## src/rtl/less_distance.sv

```systemverilog
// -----------------------------------------------------------------------------
// less_distance
//
// Picks whichever of two unsigned candidates (dataA, dataB) is closer to the
// reference value reff and registers it. A tie goes to dataB.
//
// The datapath is a set of bit-slice ripple cascades:
//   - Two absolute-difference units. Each holds a pair of S-stage ripple
//     borrow subtractors (reff - x and x - reff). The final borrow of
//     reff - x picks whichever result is non-negative.
//   - One S-stage magnitude comparator. It runs from MSB to LSB and passes
//     (lt, eq) status from cell to cell.
// The whole path settles in one cycle. The result sits behind a single
// register stage.
//
// Optional feature (macro LESS_DISTANCE_DIST_OUT_EN):
//   When defined, the block adds output port dist. It carries the registered
//   distance of the chosen candidate.
//
// Parameters:
//   S          operand/result width in bits (>= 2)
// Ports:
//   clk        clock, rising edge
//   reset      synchronous active-high reset
//   in_valid   operands valid this cycle
//   reff       reference value
//   dataA      candidate A
//   dataB      candidate B
//   s          registered selected candidate
//   out_valid  s was updated by the previous edge
//   dist       registered winning distance (only with the macro)
// -----------------------------------------------------------------------------
module less_distance #(
    parameter int S = 8
) (
    input  logic         clk,
    input  logic         reset,
    input  logic         in_valid,
    input  logic [S-1:0] reff,
    input  logic [S-1:0] dataA,
    input  logic [S-1:0] dataB,
    output logic [S-1:0] s,
`ifdef LESS_DISTANCE_DIST_OUT_EN
    output logic [S-1:0] dist,
`endif
    output logic         out_valid
);

    // Candidate operands indexed by unit: 0 -> A, 1 -> B.
    logic [S-1:0] cand [2];
    assign cand[0] = dataA;
    assign cand[1] = dataB;

    // Absolute distance per unit.
    logic [S-1:0] dist_abs [2];

    // ------------------------------------------------------------------
    // Absolute-difference units.
    // Each unit has two ripple borrow chains. Single-bit unpacked arrays
    // keep every stage an independent net.
    // ------------------------------------------------------------------
    genvar gi, gu;
    generate
        for (gu = 0; gu < 2; gu++) begin : g_absdiff
            logic         bor_rx [S+1];   // borrow chain of reff - x
            logic         bor_xr [S+1];   // borrow chain of x - reff
            logic [S-1:0] diff_rx;
            logic [S-1:0] diff_xr;

            assign bor_rx[0] = 1'b0;
            assign bor_xr[0] = 1'b0;

            for (gi = 0; gi < S; gi++) begin : g_cell
                logic a_rx, b_rx, a_xr, b_xr;
                assign a_rx = reff[gi];
                assign b_rx = cand[gu][gi];
                assign a_xr = cand[gu][gi];
                assign b_xr = reff[gi];

                assign diff_rx[gi]  = a_rx ^ b_rx ^ bor_rx[gi];
                assign bor_rx[gi+1] = (~a_rx & b_rx) | (~(a_rx ^ b_rx) & bor_rx[gi]);

                assign diff_xr[gi]  = a_xr ^ b_xr ^ bor_xr[gi];
                assign bor_xr[gi+1] = (~a_xr & b_xr) | (~(a_xr ^ b_xr) & bor_xr[gi]);
            end

            // A borrow out of reff - x means x > reff, so x - reff is the
            // non-negative difference.
            assign dist_abs[gu] = bor_rx[S] ? diff_xr : diff_rx;
        end
    endgenerate

    // ------------------------------------------------------------------
    // Magnitude comparator, MSB to LSB: lt_c/eq_c[i] is the status after
    // examining bits S-1 down to i. Decides d1 < d2.
    // ------------------------------------------------------------------
    logic lt_c [S+1];
    logic eq_c [S+1];

    assign lt_c[S] = 1'b0;
    assign eq_c[S] = 1'b1;

    generate
        for (gi = S - 1; gi >= 0; gi--) begin : g_cmp
            logic a_bit, b_bit;
            assign a_bit    = dist_abs[0][gi];
            assign b_bit    = dist_abs[1][gi];
            assign lt_c[gi] = lt_c[gi+1] | (eq_c[gi+1] & ~a_bit & b_bit);
            assign eq_c[gi] = eq_c[gi+1] & ~(a_bit ^ b_bit);
        end
    endgenerate

    logic         pick_a;
    logic [S-1:0] sel_next;
    assign pick_a   = lt_c[0];              // strict: ties fall through to B
    assign sel_next = pick_a ? dataA : dataB;

    // ------------------------------------------------------------------
    // Output register stage
    // ------------------------------------------------------------------
    logic [S-1:0] s_reg;
    logic         out_valid_reg;

    always_ff @(posedge clk) begin
        if (reset) begin
            s_reg         <= '0;
            out_valid_reg <= 1'b0;
        end else begin
            out_valid_reg <= in_valid;
            if (in_valid) begin
                s_reg <= sel_next;
            end
        end
    end

    assign s         = s_reg;
    assign out_valid = out_valid_reg;

`ifdef LESS_DISTANCE_DIST_OUT_EN
    logic [S-1:0] dist_next;
    logic [S-1:0] dist_reg;
    assign dist_next = pick_a ? dist_abs[0] : dist_abs[1];

    always_ff @(posedge clk) begin
        if (reset) begin
            dist_reg <= '0;
        end else if (in_valid) begin
            dist_reg <= dist_next;
        end
    end

    assign dist = dist_reg;
`endif

endmodule

```

## config.mk

```make
export PLATFORM = sky130hd
export DESIGN_NAME = less_distance
export DESIGN_NICKNAME = d
export VERILOG_FILES = /design/src/rtl/less_distance.sv
export SDC_FILE = /design/constraint.sdc
export NUM_CORES = 1
export LEC_CHECK = 0
export CAP_MARGIN = 20
export CORE_MARGIN = 2
export CORE_UTILIZATION = 41
export CTS_CLUSTER_DIAMETER = 60
export CTS_CLUSTER_SIZE = 28
export DETAILED_ROUTE_END_ITERATION = 8
export PLACE_DENSITY = 0.69
export RECOVER_POWER = 25
export SETUP_SLACK_MARGIN = 0.05
export SLEW_MARGIN = 10
export SYNTH_ARGS = -nofsm -noshare
export SYNTH_HDL_FRONTEND = slang
export SYNTH_SLANG_ARGS = --single-unit
```

## constraint.sdc

```tcl
create_clock -name clk -period 10.2 [get_ports clk]
set_input_delay 2.04 -clock clk [delete_from_list [all_inputs] [get_ports clk]]
set_output_delay 2.04 -clock clk [all_outputs]
set_load 0.005 [all_outputs]
```

==> results.yml, run 1 <==
status:
  outcome: "complete, no violations"
routing:
  dr.pass1.iters: 4
  drt_wl_total_um: 5360
  drtIter0Drc: 89
  avgViaCountPerCell: 5.46
  drtAntennaViolNets: 0
  wl_per_cell_um: 14.2
  vias: 2060
  drc_errors: 0
clock_network:
  cts-root-buf: "clkbuf_8"
  cts_resized: 0
  cts_max_level: 1
  postCtsSetupRepairBufs: 0
  cts_tree: "yes"
  path_clk_slew_ns: 0.05
  insertion_delay_ns: 0.23
  cts_buffer_depth: 2
  cts_hold_buf: 0
  cts_sinks: 9
  cts_buffers: 3
worst_hold_path:
  min-delay-start: "s[7]"
  holdPathStages: 2
  hold_class: "flip-flop to flip-flop"
  hold_end: "s[7]"
die:
  rows: 26
  io_pins: 36
  initial_core_util_pct: 41.8
  core-area_um2: 5040
  fp.dieH_um: 75.7
  die-area_um2: 5730
  die_w_um: 75.7
logic_synthesis:
  avgSynthCellArea_um2: 7.69
  synth_cell_types: 56
  syn-instance-count: 274
  netlist_area_um2: 2110
  synth_top_area_share_pct: 18.4
  synth_warnings: 0
  synthTopCellsByArea: "ha_1, dfxtp_1, nor2_1"
  synth_top_area_cell: "ha_1"
  synth_edf_count: 0
  postSynthNetCount: 332
  synth-main-ff-cell: "dfxtp_1"
  ys_seq_area_share_pct: 8.55
  async_flop_share_pct: 0
  ys_ff_latch: 9
timing:
  tightestPinTransition_ns: 0.799
  whs_ns: 0.557
  setup_tns_ns: 0
  min_period_over_period_pct: 52.3
  hold_viol: 0
  finalClockSkew_ns: 0
  maxSlewViolCount: 0
  finalSetupViolations: 0
  grt_setup_unrepaired: "false"
  fmax_ghz: 0.187
  slew_headroom_pct: 46.6
  min_period_ns: 5.34
placement:
  hpwl_um: 4450
  io_buffer_count: 35
  gp_congestion: 0.894
setup_path:
  cp-end-kind: "flip-flop"
  cp_max_fo: 15
  rr_worst_depth: 4
  rr_startpoint: "s[0]"
  start_kind: "input pin"
  arrival_ns: 5.49
  crit_type: "input pin to flip-flop"
  worstPathRequired_ns: 10.35
  timing.rr.end: "s[0]"
  r2r_setup_slack_ns: 9.40
grt:
  grt_pass1_vias: 1945
  grt_remaining_overflow: 0
  use_met1_pct: 25.0
  grt_pass1_wl_um: 8640
  antenna_found_initial: 0
  grt_use_met2_pct: 35.7
  grt-busiest-layer: "met2"
  gr-usage-met3_pct: 2.38
  track_usage_pct: 19.6
  grt_max_degree: 25
finish:
  nets: 366
  utilization_pct: 50.5
  drive_above_1_share_pct: 9.77
  largest_reg_flops: 8
  fillCellCount: 518
  multi_input_area_um2: 1790
  mostFrequentLayoutCells: "nor2_1, ha_1, clkdlybuf4s50_1"
  final_common_cell: "nor2_1"
  syn_to_final_growth_pct: 20.9
  n_antenna_cell: 0
  seqCellArea_um2: 180
power:
  ir_drop_uv: 46.4
  pwr_density_cell_nw_per_um2: 104
  power_leakage_nw: 1.12
run:
  maxCapViolCount: 0
[kinds of logic after synthesis]
logic type               synth area share, %
AO/OA/AOI/OAI                           35.0
XOR/XNOR                                2.49
buffers and inverters                   6.65
adder cells (fa/ha/maj)                 18.9
flip-flops                              8.55
AND/OR/NAND/NOR                         27.0
multiplexers                            1.43
[worst max path at each step]
stage           end    start
2_1_floorplan  s[2]  reff[1]
3_3_place_gp   s[7]  reff[1]
3_5_place_dp   s[0]  reff[1]
4_1_cts        s[0]  reff[1]
5_1_grt        s[7]  reff[1]
6_report       s[0]  reff[1]
[routing by layer]
metal | up-vias | part of all wire (%) | routed length, um
met5 | - | 0 | 0
met4 | 0 | 0.97 | 52
met3 | 6 | 2.8 | 150
met2 | 34 | 50 | 2700
met1 | 940 | 46 | 2450
li1 | 1080 | - | -
[per-stage QoR]
stage | setup WS (ns) | instance area [um2] | power (mW) | std cells
2_1_floorplan | 5.52 | 2110 | 0.180 | 274
5_1_grt | 4.55 | 2550 | 0.289 | 377
3_3_place_gp | 4.71 | 2500 | 0.218 | 373
6_report | 4.86 | 2550 | 0.264 | 377
4_1_cts | 4.85 | 2550 | 0.265 | 377
3_5_place_dp | 4.65 | 2500 | 0.222 | 373
[synth_stat cells (5+ instances only)]
cell type and number:
a21oi_1 11, ha_1 31, nor3_1 16, inv_1 26
nor3_2 7, o21ai_1 7, nor2_1 34, a21o_1 5
dfxtp_1 9, o21ai_0 13, a211oi_1 5, o211ai_1 7
o2111a_1 8, nor2b_1 8, nand2_1 11
[worst max-delay path, stage by stage]
cell and delay (ns):
clkdlybuf4s50_1 0.51, inv_1 0.07, ha_1 0.39, a211o_1 0.38
a21oi_1 0.28, nor2_1 0.12, a21oi_1 0.18, xor2_1 0.15
nor2_1 0.05, a211oi_1 0.20, ha_1 0.19, o2111a_1 0.24
nand3_4 0.19, o2111a_1 0.31, nor3_2 0.19
[power breakdown]
group	leakage (nW)	internal, mW	switching (mW)
sequential	0.0749	0.0410	0.00282
combinational	1.03	0.0774	0.101
clock	0.0228	0.0273	0.0151
total	1.12	0.146	0.119
[final cells by class]
cell class	count	share of cell area (%)
inverter	26	3.83
sequential	9	7.07
timing repair buffer	35	13.8
multi-input combinational	233	70.1
clock buffer	4	1.77
tap	70	3.44
No activity file was read; power rests on OpenSTA's default activity.
==> run 2: changes to the inputs <==
--- a/config.mk
+++ b/config.mk
@@ -11,7 +11,7 @@
 export CTS_CLUSTER_DIAMETER = 60
 export CTS_CLUSTER_SIZE = 28
 export DETAILED_ROUTE_END_ITERATION = 8
-export PLACE_DENSITY = 0.69
+export PLACE_DENSITY = 0.72
 export RECOVER_POWER = 25
 export SETUP_SLACK_MARGIN = 0.05
 export SLEW_MARGIN = 10
==> constraint.sdc (replaced) <==
create_clock -name clk -period 4.8 [get_ports clk]
set_input_delay 0.96 -clock clk [delete_from_list [all_inputs] [get_ports clk]]
set_output_delay 0.96 -clock clk [all_outputs]
set_load 0.005 [all_outputs]
==> results.yml, run 2 (synthesis gave the netlist of run 1 again) <==
status:
  outcome: "complete, no violations"
finish:
  nets: 366
  n_antenna_cell: 0
  mostFrequentLayoutCells: "nor2_1, ha_1, clkdlybuf4s50_1"
  stdcell_count: 377
  drive_above_1_share_pct: 9.77
  syn_to_final_growth_pct: 20.9
  largest_reg_flops: 8
  final_common_cell: "nor2_1"
  fin_area_um2: 2550
  fillCellCount: 487
routing:
  avgViaCountPerCell: 5.49
  drtAntennaViolNets: 0
  wl_per_cell_um: 13.9
  dr.pass1.iters: 4
  vias: 2071
  drt_wl_total_um: 5250
  drc_errors: 0
  drtIter0Drc: 82
clock_network:
  cts-root-buf: "clkbuf_8"
  cts_max_level: 1
  cts_buffers: 3
  cts_buffer_depth: 2
  cts_sinks: 9
  postCtsSetupRepairBufs: 0
  cts_hold_buf: 0
  cts_resized: 0
  path_clk_slew_ns: 0.05
  cts_tree: "yes"
  insertion_delay_ns: 0.24
setup_path:
  critPathBufInv: 2
  crit_family: "compound AO/OA/AOI/OAI gates"
  cp-end-kind: "flip-flop"
  r2r_setup_slack_ns: 4.01
  crit_type: "input pin to flip-flop"
  start_kind: "input pin"
  critPathMaxStageDelay_ns: 0.52
  cp_max_fo: 15
  cp_slowest_cell: "clkdlybuf4s50_1"
  arrival_ns: 4.43
  worstPathRequired_ns: 4.95
  path_cells: "clkdlybuf4s50_1 > inv_1 > ha_1 > a211oi_1 > o21ai_0 > and2_1 > a21oi_1 > nor3b_1 > a21oi_1 > o21ai_0 > ha_1 > o2111a_1 > nand3_4 > o2111ai_1 > nor4b_2"
grt:
  gr-usage-met3_pct: 2.38
  use_met1_pct: 25.3
  grt_remaining_overflow: 0
  grt_pass1_vias: 1894
  grt_pass1_wl_um: 8540
  grt-busiest-layer: "met2"
  antenna_found_initial: 0
  grt_max_degree: 25
  grt_use_met2_pct: 34.3
  track_usage_pct: 19.0
timing:
  grt_setup_unrepaired: "false"
  maxSlewViolCount: 0
  setup_tns_ns: 0
  fmax_ghz: 0.234
  min_period_ns: 4.27
  min_period_over_period_pct: 89.1
  finalClockSkew_ns: 0
  finalSetupViolations: 0
  slew_headroom_pct: 45.5
  hold_viol: 0
  tightestPinTransition_ns: 0.814
placement:
  placed_area_um2: 2500
  hpwl_um: 4380
  place_inst: 373
  io_buffer_count: 35
  gp_congestion: 0.853
power:
  power_leakage_nw: 1.12
  comb_power_share_pct: 67.0
  p_seq_share_pct: 16.5
  switching_share_pct: 44.9
  ir_drop_uv: 109
  switching_power_mw: 0.253
  pwr_density_cell_nw_per_um2: 221
  p_int_mw: 0.310
  clkPwrFrac_pct: 16.4
die:
  fp.dieH_um: 75.7
  io_pins: 36
  die-area_um2: 5730
  die_w_um: 75.7
  initial_core_util_pct: 41.8
  core-area_um2: 5040
  rows: 26
worst_hold_path:
  hold_class: "flip-flop to flip-flop"
run:
  maxCapViolCount: 0
run 2: cell counts in the layout (fill, tap and decap cells not counted):
Identical to the previous run, type by type.
run 2: cell type report:
cell class                 count  area, um2  share of cell area, %
multi-input combinational    233       1790                   70.1
timing repair buffer          35        350                   13.8
sequential                     9        180                   7.07
inverter                      26       97.6                   3.83
tap                           70       87.6                   3.44
clock buffer                   4       45.0                   1.77
run 2: path summary, 6_finish.rpt:
| kind | from | to | depth (start not counted) |
|---|---|---|---|
| setup / recovery | reff[1] | s[7] | 15 |
| hold / removal | s[7] | s[7] | 2 |
| setup reg to reg | s[1] | s[1] | 4 |
| hold reg to reg | s[7] | s[7] | 2 |
run 2: stage by stage:
stage / hold slack, ns / util, % / total power, mW / setup WS [ns]
6_report: 0.551 / 50.5 / 0.563 / 0.525
5_1_grt: 0.597 / 50.5 / 0.607 / 0.236
4_1_cts: 0.558 / 50.5 / 0.563 / 0.540
3_5_place_dp: 0.550 / 49.6 / 0.472 / 0.300
3_3_place_gp: 0.534 / 49.6 / 0.463 / 0.394
2_1_floorplan: 0.530 / - / 0.383 / 1.20
run 2: power by group through the flow:
stage / Combinational [mW] / Sequential, mW / Clock, mW
floorplan: 0.288 / 0.0953 / 0
global placement: 0.368 / 0.0945 / 0
detailed placement: 0.377 / 0.0948 / 0
CTS: 0.379 / 0.0934 / 0.0909
global route: 0.419 / 0.0946 / 0.0940
finish: 0.377 / 0.0930 / 0.0923
run 2: layer usage:
layer | wire length, um | part of all wire [%]
met1 | 2470 | 47
met2 | 2640 | 50
met3 | 137 | 2.6
met4 | 4 | 0.076
met5 | 0 | 0
run 2: worst reg2reg max path: cells and delay by family, from the launching register on:
family / cells / cell delay (ns)
AO/OA/AOI/OAI: 1 / 0.11
flip-flops: 1 / 0.34
AND/OR/NAND/NOR: 3 / 0.27
==> run 3: changes to the inputs <==
--- a/config.mk
+++ b/config.mk
@@ -6,7 +6,6 @@
 export NUM_CORES = 1
 export LEC_CHECK = 0
 export CAP_MARGIN = 20
-export CORE_MARGIN = 2
 export CORE_UTILIZATION = 41
 export CTS_CLUSTER_DIAMETER = 60
 export CTS_CLUSTER_SIZE = 28
==> results.yml, run 3 (synthesis gave the netlist of run 1 again) <==
status:
  outcome: "complete, no violations"
timing:
  hold_viol: 0
  fmax_ghz: 0.232
  min_period_over_period_pct: 89.6
  min_period_ns: 4.30
  grt_setup_unrepaired: "false"
  slew_headroom_pct: 47.3
  finalSetupViolations: 0
  finalClockSkew_ns: 0
  tightestPinTransition_ns: 0.788
  setup_tns_ns: 0
  maxSlewViolCount: 0
placement:
  placed_area_um2: 2500
  hpwl_um: 4250
  gp_congestion: 0.872
  io_buffer_count: 35
  place_inst: 370
die:
  core-area_um2: 4850
  io_pins: 36
  die_w_um: 73.7
  fp.dieH_um: 73.7
  rows: 25
  die-area_um2: 5430
  initial_core_util_pct: 43.5
worst_hold_path:
  hold_class: "flip-flop to flip-flop"
finish:
  final_common_cell: "nor2_1"
  mostFrequentLayoutCells: "nor2_1, ha_1, clkdlybuf4s50_1"
  utilization_pct: 52.5
  syn_to_final_growth_pct: 20.7
  fillCellCount: 473
  n_antenna_cell: 0
  nets: 366
  stdcell_count: 374
  drive_above_1_share_pct: 9.77
  largest_reg_flops: 8
  fin_area_um2: 2540
setup_path:
  cp-end-kind: "flip-flop"
  cp_slowest_cell: "clkdlybuf4s50_1"
  start_kind: "input pin"
  arrival_ns: 4.46
  path_cells: "clkdlybuf4s50_1 > inv_1 > ha_1 > a211o_1 > a21oi_1 > nor2_1 > a21oi_1 > xor2_1 > nor2_1 > a211oi_1 > ha_1 > o2111a_1 > nand3_4 > o2111a_1 > nor3_2"
  crit_type: "input pin to flip-flop"
  cp_max_fo: 15
  worstPathRequired_ns: 4.95
  r2r_setup_slack_ns: 4.01
  critPathMaxStageDelay_ns: 0.51
routing:
  dr.pass1.iters: 4
  avgViaCountPerCell: 5.52
  vias: 2066
  drtIter0Drc: 104
  drt_wl_total_um: 5110
  wl_per_cell_um: 13.7
  drc_errors: 0
  drtAntennaViolNets: 0
grt:
  grt_pass1_wl_um: 8560
  grt_remaining_overflow: 0
  antenna_found_initial: 0
  grt_max_degree: 25
  grt_pass1_vias: 1886
  track_usage_pct: 20.0
clock_network:
  cts_max_level: 1
  cts_buffer_depth: 2
  cts_buffers: 3
  cts-root-buf: "clkbuf_8"
  cts_sinks: 9
  cts_tree: "yes"
  postCtsSetupRepairBufs: 0
  insertion_delay_ns: 0.23
  cts_resized: 0
  cts_hold_buf: 0
  path_clk_slew_ns: 0.05
power:
  ir_drop_uv: 112
  power_leakage_nw: 1.12
  pwr_density_cell_nw_per_um2: 220
run:
  maxCapViolCount: 0
## run 3: cell type report
cell class / count / area [um2] / area share, %
timing repair buffer: 35 / 350 / 13.8
inverter: 26 / 97.6 / 3.84
sequential: 9 / 180 / 7.08
tap: 67 / 83.8 / 3.30
clock buffer: 4 / 45.0 / 1.77
multi-input combinational: 233 / 1790 / 70.2
## run 3: layer usage
metal / vias up / track usage [%] / share of wire (%)
met2: 37 / 35.6 / 49
met1: 947 / 26.6 / 47
met5: - / 0 / 0
met3: 0 / 2.61 / 3.5
met4: 0 / 1.28 / 0
li1: 1082 / - / -
## run 3: worst paths after layout
check	from	to	depth (start not counted)
setup reg to reg	s[5]	s[5]	4
hold reg to reg	s[7]	s[7]	2
hold / removal	s[7]	s[7]	2
setup / recovery	reff[1]	s[5]	15
## run 3: power by group
group / leakage (nW) / switching, mW / internal, mW
Clock: 0.0228 / 0.0317 / 0.0580
Sequential: 0.0749 / 0.00607 / 0.0871
Combinational: 1.03 / 0.212 / 0.164
Total: 1.12 / 0.249 / 0.310
## run 3: critical path: cells and delay by family
family / cells / cell delay (ns)
AO/OA/AOI/OAI: 6 / 1.58
buffers and inverters: 2 / 0.60
adder cells (fa/ha/maj): 2 / 0.58
AND/OR/NAND/NOR: 4 / 0.55
XOR/XNOR: 1 / 0.16
## run 3: through the flow
stage	worst slack [ns]	total power [mW]	hold WS, ns
after detailed placement	0.306	0.469	0.538
after floorplan	1.20	0.383	0.530
after global placement	0.403	0.462	0.544
after global routing	0.214	0.605	0.594
after CTS	0.535	0.562	0.544
final	0.498	0.559	0.545
